--- config.mk ---
export PLATFORM = sky130hd
export DESIGN_NAME = sync_fifo
export DESIGN_NICKNAME = d
export VERILOG_FILES = /design/src/rtl/sync_fifo.sv
export SDC_FILE = /design/constraint.sdc
export NUM_CORES = 1
export LEC_CHECK = 0
export BUFFER_PORTS_ARGS = -buffer_cell sky130_fd_sc_hd__buf_2
export CORE_ASPECT_RATIO = 0.7
export CORE_MARGIN = 2
export CORE_UTILIZATION = 55
export CTS_BUF_LIST = sky130_fd_sc_hd__clkbuf_16
export DETAILED_ROUTE_END_ITERATION = 7
export GPL_ROUTABILITY_DRIVEN = 0
export PLACE_DENSITY = 0.73
export SYNTH_ARGS = -nofsm -noshare
export SYNTH_HDL_FRONTEND = slang
export SYNTH_SLANG_ARGS = --single-unit
--- constraint.sdc ---
create_clock -name clk -period 4.4 [get_ports clk]
set_input_delay 0.88 -clock clk [delete_from_list [all_inputs] [get_ports clk]]
set_output_delay 0.88 -clock clk [all_outputs]
set_load 0.1 [all_outputs]
--- src/rtl/sync_fifo.sv ---
// sync_fifo
//   Generic single-clock FIFO with a registered head output.
//   Ports: clk, rstn (async active-low), i_push/i_push_data (write side),
//          i_pop (ignored when empty), o_empty, o_full,
//          o_head (registered head word, 0 while empty).
//   Pointers carry an extra lap bit so full/empty are told apart by it.
module sync_fifo #(
  parameter int WIDTH = 32,
  parameter int DEPTH = 8
) (
  input  logic             clk,
  input  logic             rstn,
  input  logic             i_push,
  input  logic [WIDTH-1:0] i_push_data,
  input  logic             i_pop,
  output logic             o_empty,
  output logic             o_full,
  output logic [WIDTH-1:0] o_head
);

  localparam int AW = $clog2(DEPTH);

  logic [AW:0]      r_wr_ptr;
  logic [AW:0]      r_rd_ptr;
  logic [AW:0]      w_wr_ptr_next;
  logic [AW:0]      w_rd_ptr_next;
  logic             w_pop_ok;
  logic [WIDTH-1:0] r_head;
  logic [WIDTH-1:0] w_head_next;
  logic [WIDTH-1:0] r_mem [0:DEPTH-1];

  assign o_empty = (r_wr_ptr == r_rd_ptr);
  assign o_full  = (r_wr_ptr[AW-1:0] == r_rd_ptr[AW-1:0]) && (r_wr_ptr[AW] != r_rd_ptr[AW]);
  assign o_head  = r_head;

  assign w_pop_ok      = i_pop && !o_empty;
  assign w_rd_ptr_next = r_rd_ptr + (AW+1)'(w_pop_ok);
  assign w_wr_ptr_next = r_wr_ptr + (AW+1)'(i_push);

  // Head register is computed from next-state pointers so it is valid in the
  // same cycle the pointers move. If the next head slot is the one being
  // written right now, take the incoming word instead of stale storage.
  always_comb begin
    w_head_next = '0;
    if (w_rd_ptr_next != w_wr_ptr_next) begin
      if (i_push && (w_rd_ptr_next[AW-1:0] == r_wr_ptr[AW-1:0]))
        w_head_next = i_push_data;
      else
        w_head_next = r_mem[w_rd_ptr_next[AW-1:0]];
    end
  end

  always_ff @(posedge clk) begin
    if (i_push) r_mem[r_wr_ptr[AW-1:0]] <= i_push_data;
  end

  always_ff @(posedge clk or negedge rstn) begin
    if (!rstn) begin
      r_wr_ptr <= '0;
      r_rd_ptr <= '0;
      r_head   <= '0;
    end else begin
      r_wr_ptr <= w_wr_ptr_next;
      r_rd_ptr <= w_rd_ptr_next;
      r_head   <= w_head_next;
    end
  end

endmodule

# ---- Yosys cells after proc, flatten, opt, wreduce, memory -nomap -nowiden
# Memory sizes are Yosys's and may differ from the RTL's.
# Cells that the tools add are included.
dict set report totals {
  reg_bits 40
  latch_bits 0
  ram_bits 256
  romBits 0
  in_bits 36
  out_inout_bits 34
  word_cells 19
  n_memories 1
}
# memory depth width read_ports rd_ports_with_merged_regs write_ports line
set memory_table {}
lappend memory_table {r_mem 8 32 1 0 1 30} ;# logic [WIDTH-1:0] r_mem [0:DEPTH-1];
dict set report op_classes {
  n_addsub 2
  mul 0
  div_mod_pow 0
  order_cmp 0
  n_eq_ne 5
  shift 0
  n_mux 4
  bitwise_logic 0
  n_reduce_logical 4
}
# operator n
set ops {}
lappend ops {{2-to-1 mux 32 bit} 2}
lappend ops {{adder 4 x 1 -> 4 bit} 2}
lappend ops {{equality test 3 bit} 2}
lappend ops {{equality test 4 bit} 1}
lappend ops {{inequality test 4 bit} 1}
lappend ops {{logical AND 1 bit} 3}
lappend ops {{2-to-1 mux 1 bit} 2}
lappend ops {{zero test 1 bit} 1}
lappend ops {{inequality test 1 bit} 1}

# ---- Logic depth before layout (Yosys ltp)
# Gate-level depths: netlist of run 1.
dict set report depth {
  word_depth 8
  mapped_depth 13
  mapped_depth_nobuf 11
}

# ---- Worst setup path after synthesis of run 1
# OpenSTA, ideal clock, no wires.
dict set report synth_path {
  kind {register -> register}
  start {register r_wr_ptr[0]}
  end {register r_head[23] (netlist: o_head[23])}
  setup_ns 0.134
  arrival_ns 4.035
  required_ns 4.266
  slack_ns 0.231
  stages_incl_launch_ff 13
  n_path_buf 3
  synth_period_minus_slack_ns 4.169
  cell_sequence {dfrtp_1 > clkbuf_1 > xnor2_1 > nand3_1 > nor2_1 > nor2b_1 > ha_1 > ha_1 > buf_4 > buf_2 > mux4_2 > mux2i_1 > a211oi_2}
}
dict set report synth_via {
  elab_chain_cells 8
  word_cells_on_any_way 11
  cone_classes {add/sub: 2; eq/ne: 3; mux: 2; reduce/logical: 3; memory: 1}
}
# item line
set synth_rtl {}
lappend synth_rtl {{start: declaration} 23} ;# logic [AW:0] r_wr_ptr;
lappend synth_rtl {{start signal: assignment} 63} ;# r_wr_ptr <= w_wr_ptr_next;
lappend synth_rtl {{equality test 4 bit *} 32} ;# assign o_empty = (r_wr_ptr == r_rd_ptr);
lappend synth_rtl {{via o_empty} 16} ;# output logic o_empty,
lappend synth_rtl {{zero test 1 bit *} 36} ;# assign w_pop_ok = i_pop && !o_empty;
lappend synth_rtl {{logical AND 1 bit *} 36}
lappend synth_rtl {{adder 4 x 1 -> 4 bit *} 37} ;# assign w_rd_ptr_next = r_rd_ptr + (AW+1)'(w_pop_ok);
lappend synth_rtl {{via w_rd_ptr_next[1]} 26} ;# logic [AW:0] w_rd_ptr_next;
lappend synth_rtl {{parallel branches: the longest is 3 deep, another holds memory (8 x 32 bit)} -}
lappend synth_rtl {{2-to-1 mux 32 bit *} 45} ;# if (w_rd_ptr_next != w_wr_ptr_next) begin
lappend synth_rtl {{via w_head_next[23]} 29} ;# logic [WIDTH-1:0] w_head_next;
lappend synth_rtl {{end signal: assignment} 65} ;# r_head <= w_head_next;
lappend synth_rtl {{end: declaration} 28} ;# logic [WIDTH-1:0] r_head;
# Mark *: on every way through the listed nets, which the timed path passes.

# ---- Worst setup path after layout of run 1
dict set report layout_path {
  start {register r_wr_ptr[2]}
  end {register r_head[30] (netlist: o_head[30])}
}
dict set report layout_via {
  elab_chain_cells 8
  word_cells_on_any_way 11
  cone_classes {add/sub: 2; eq/ne: 3; mux: 2; reduce/logical: 3; memory: 1}
}
# item line
set layout_rtl {}
lappend layout_rtl {{parallel branches: the longest is 7 deep, another holds memory (8 x 32 bit)} -}
lappend layout_rtl {{2-to-1 mux 32 bit *} 45}
lappend layout_rtl {{via w_head_next[30]} 29}
# Marks and branches as above.

==> results of run 1 <==
-- through the flow --
step | util [%] | hold slack, ns
floorplan | - | 0.501
global placement | 59.3 | 0.527
detailed placement | 59.3 | 0.535
CTS | 64.0 | 0.237
global route | 64.0 | 0.250
finish | 64.0 | 0.243
-- metal layers --
metal	GRT usage, %	up-vias	part of all wire, %
li1	-	2315	-
met3	3.82	33	5.0
met5	0	-	0
met2	32.5	135	48
met4	4.23	0	1.8
met1	30.0	2742	45
-- cells in the final DEF (no fill, tap or decap), types with 8 or more instances in the layout --
master | synthesis | layout
edfxtp_1 | 256 | 256
nor2_1 | 39 | 33
buf_4 | 5 | 14
buf_2 | 16 | 69
a211oi_2 | 31 | 31
mux2i_1 | 32 | 32
clkbuf_16 | 0 | 29
mux4_2 | 64 | 64
xnor2_1 | 8 | 8
dfrtp_1 | 40 | 40
-- sequential cells by signal, indices dropped and copies added, names as in the netlist --
signal and cells:
r_rd_ptr 4, r_wr_ptr 4, r_mem 256, o_head 32
-- logic make-up (layout without fill, tap and decap cells) --
logic type	count (synthesis)	in the layout	synth area share, %
DFF	296	296	75.7
muxes	96	96	15.4
and+or+nand+nor	53	53	2.13
AOI/OAI and AO/OA	32	32	3.45
buffers and inverters	29	137	1.68
xor gates and xnor gates	15	15	1.21
adders and majority gates	4	4	0.436
other	0	1	0
-- worst min path at each step --
stage / startpoint / end / slack (ns)
finish: rstn / o_head[8] / 0.24
global route: rstn / r_rd_ptr[0] / 0.25
CTS: rstn / o_head[8] / 0.24
detailed placement: r_wr_ptr[3] / r_wr_ptr[3] / 0.54
global placement: r_rd_ptr[3] / r_rd_ptr[3] / 0.53
floorplan: r_wr_ptr[3] / r_wr_ptr[3] / 0.50
-- final cells by class --
type                       instances  area, sq um  area share, %
timing repair buffer              85          490           3.72
clock inverter                    23          238           1.81
multi-input combinational        200         2680           20.3
tap                              276          345           2.62
sequential                       296         8690           66.0
clock buffer                      29          726           5.51
antenna                            1         2.50         0.0190
-- worst max-delay path: cells and delay by family, from the launching register on --
family	cells	cell delay (ns)
xor+xnor	3	0.52
flops	1	0.55
fa+ha+maj	2	0.38
simple gates	4	0.64
buf+inv	2	0.92
compound gates	1	0.10
==> results.cfg, run 1 <==
[timing]
max_slew_margin_pct = 52.3
min_period_ns = 3.25
tns_ns = 0
max_freq_mhz = 307
finalWorstSetupSlack_ns = 1.15
slew_violations = 0
rsz0062_at_grt = false
hold_viol_final = 0
setup_viol = 0
worst_pin_slew_ns = 0.716
skew_ns = 0.0109
final.period_utilization_pct = 73.9

[clocking]
cts_setup_buffers = 0
cts_tree = done
cts_root_buffer = clkbuf_16
htree_levels = 1
cts_buffers = 28
clk_pin_slew_ns = 0.06
clkLatencyLatePin_ns = 0.54
cts.sink_count = 296
post_cts_resized = 0
clock_path_buffers = 3
ctsHoldBuffers = 0

[synth]
synthTopCellsByCount = edfxtp_1, mux4_2, dfrtp_1, nor2_1, mux2i_1
yosysUniqueCellTypes = 22
syn_inst = 525
synthTopCellsByArea = edfxtp_1, mux4_2, dfrtp_1
synth-async-reset-ratio_pct = 13.5
synth-seq-cells = 296
netlist_area_sq_mm = 0.0115
synth_top_area_share_pct = 67.0
synth_most_common_cell = edfxtp_1
ys_seq_area_share_pct = 75.7
synth_top_flop_cell = edfxtp_1
synth_area_leader_cell = edfxtp_1
synth_edf_count = 256
ys_warn_count = 0
syn_avg_cell_area_sq_um = 21.8
postSynthNetCount = 565

[cells_and_area]
final_cell_count_no_fill = 910
design_area_sq_mm = 0.0132
nets = 651
nFillCells = 1392
drive_gt1_share_pct = 37.3
area_growth_pct = 14.8

[critical_path]
cp-start-kind = register
r2r_start = r_wr_ptr[2]
critPathCapture = o_head[30]
max_stage_delay_ns = 0.55
critPathSlowestCell = dfrtp_1
r2r_end = o_head[30]
cp.required_ns = 4.79
critPathCaptureType = register
path_max_fanout = 32
r2r_slack_ns = 1.15
path_class = register to register
cp_cell_sequence = xnor2_1 > nand3_1 > nor2_1 > nor2b_1 > ha_2 > ha_4 > xor2_4 > buf_4 > xor2_1 > nor4_4 > buf_4 > a211oi_1
cp-startpoint = r_wr_ptr[2]
cp_data_arrival_time_ns = 3.64
cp_common_cell = buf_4
reg2reg_depth = 12

[floorplan]
fp-row-count = 44
core_area_sq_mm = 0.0206
die_h_microns = 125
die_area_sq_mm = 0.0220
io_pins = 70
start_util_pct = 55.7
die_x_microns = 177

[route]
firstDrtPassIters = 5
detail_route.iter0.violations = 466
vias = 5225
wirelength_microns = 21500
viasPerCell = 5.74
remaining_drc_errors = 0
avgRoutedWirePerCell_microns = 23.6
drtAntennaViolNets = 0

[global_route]
overflow = 0
grt_pass1_vias = 5604
antenna_found_initial = 1
grt.total_usage_pct = 20.4
grt_first_pass_wirelength_microns = 33600
grt_max_degree = 67

[run]
cap_violations = 0

[placement]
placed_cell_area_sq_mm = 0.0122
dp_cells = 857
dp_hpwl_microns = 11600
portBuffers = 69
place_worst_setup_slack_ns = 1.04

[hold_path]
hp-class = input port to asynchronous set/reset pin

[run_status]
status = completed
Power of run 1 is left out: the tool's default activity adds up to more than one toggle a clock period on the data nets, which glitch-free logic cannot reach.
==> run 2: changes to the inputs <==
==> constraint.sdc (replaced) <==
create_clock -name clk -period 3.05 [get_ports clk]
set_input_delay 0.61 -clock clk [delete_from_list [all_inputs] [get_ports clk]]
set_output_delay 0.61 -clock clk [all_outputs]
set_load 0.1 [all_outputs]
==> run 2 against run 1 <==
  * Sequential share of layout area down 0.77 points
  * Via count up 3.0%
  * Wire length is 3.9% higher
  * Setup slack lost 1.0 ns
  * Register-to-register slack worse by 1.0 ns
  * Sequential cell count unchanged
==> results.cfg, run 2 (same netlist as run 1, synthesis figures left out) <==
[cells_and_area]
diodes = 0
largest_reg_flops = 256
final_common_cell = edfxtp_1
area_growth_pct = 16.2
nets = 662
drive_gt1_share_pct = 37.9
final_cell_mix = edfxtp_1, buf_2, mux4_2

[hold_path]
hp-class = input port to asynchronous set/reset pin

[critical_path]
path_max_fanout = 22
r2r_slack_ns = 0.14
reg2reg_depth = 10
critPathCaptureType = register
cp-start-kind = register
cp.required_ns = 3.44
r2r_end = o_head[12]
r2r_start = r_rd_ptr[2]
cp_data_arrival_time_ns = 3.30
path_class = register to register

[timing]
max_slew_margin_pct = 66.8
hold_viol_final = 0
skew_ns = 0.0161
worst_pin_slew_ns = 0.497
slew_violations = 0
min_period_ns = 2.91
rsz0062_at_grt = false
final.period_utilization_pct = 95.4
holdWs_ns = 0.00513
finalWorstSetupSlack_ns = 0.141
max_freq_mhz = 344
setup_viol = 0

[clocking]
cts.sink_count = 296
clock_path_buffers = 3
clkLatencyLatePin_ns = 0.54
ctsHoldBuffers = 0
cts_tree = done
clk_pin_slew_ns = 0.06
cts_buffers = 28
cts_setup_buffers = 0
htree_levels = 1
cts_root_buffer = clkbuf_16
post_cts_resized = 0

[global_route]
grt_first_pass_wirelength_microns = 34800
antenna_found_initial = 1
overflow = 0
grt_max_degree = 49
grt_pass1_vias = 5657
grt.total_usage_pct = 21.3

[route]
drtAntennaViolNets = 0
firstDrtPassIters = 5
vias = 5380
remaining_drc_errors = 0
detail_route.iter0.violations = 429
viasPerCell = 5.85
wirelength_microns = 22300
avgRoutedWirePerCell_microns = 24.3

[floorplan]
die_area_sq_mm = 0.0220
core_area_sq_mm = 0.0206
io_pins = 70
die_x_microns = 177
fp-row-count = 44
start_util_pct = 55.7
die_h_microns = 125

[placement]
dp_hpwl_microns = 12600
portBuffers = 69
place_worst_setup_slack_ns = 0.142

[run]
cap_violations = 0

[run_status]
status = completed
-- run 2: changes by cell type in the layout (fill, tap and decap cells not counted) --
cell and change:
nor2_1 -1, nor3_4 +2, clkinvlp_4 -1, clkinv_4 +1
diode_2 -1, nor2_4 +1, nor3_2 -2, bufinv_16 -2
inv_1 +3, buf_4 +2, clkinv_2 -2, buf_12 +9
-- run 2: cell type report --
class,count,area [sq um]
Multi-Input combinational cell,200,2700
Sequential cell,296,8690
Timing Repair Buffer,96,686
Clock buffer,29,726
Fill cell,1385,7260
Clock inverter,22,180
Tap cell,276,345
-- run 2: per-layer routing --
layer | share of wire [%] | track usage [%] | vias up
met5 | 0.058 | 0 | -
met4 | 1.6 | 4.72 | 2
met3 | 5.8 | 3.57 | 30
met2 | 49 | 34.4 | 176
met1 | 43 | 31.2 | 2838
li1 | - | - | 2334
-- run 2: through the flow --
stage                     area, sq um  util (%)  std cells  setup TNS (ns)
after CTS                       13300      64.7        919               0
after detailed placement        12400      60.3        868               0
after global routing            13300      64.7        919               0
final                           13300      64.7        919               0
after global placement          12400      60.3        868               0
after floorplan                 11500         -        525           -7.89
-- run 2: worst max path at each step --
stage	start	endpoint	slack [ns]
after floorplan	r_wr_ptr[0]	o_head[23]	-0.25
after global placement	r_wr_ptr[1]	o_head[16]	0.24
after detailed placement	r_rd_ptr[2]	o_head[12]	0.14
after CTS	r_rd_ptr[2]	o_head[7]	0.1
after global routing	r_rd_ptr[2]	o_head[7]	0.01
final	r_rd_ptr[2]	o_head[12]	0.14
-- run 2: worst max-delay path: stages, from the launching register on --
cell and delay [ns]:
dfrtp_1 0.46, xnor2_1 0.20, nand3_1 0.16, nor2_4 0.12
nor2b_1 0.07, ha_2 0.19, ha_4 0.40, buf_12 0.25
mux4_2 0.54, mux2i_1 0.25, a211oi_2 0.12
Power of run 2 is left out for the same reason.
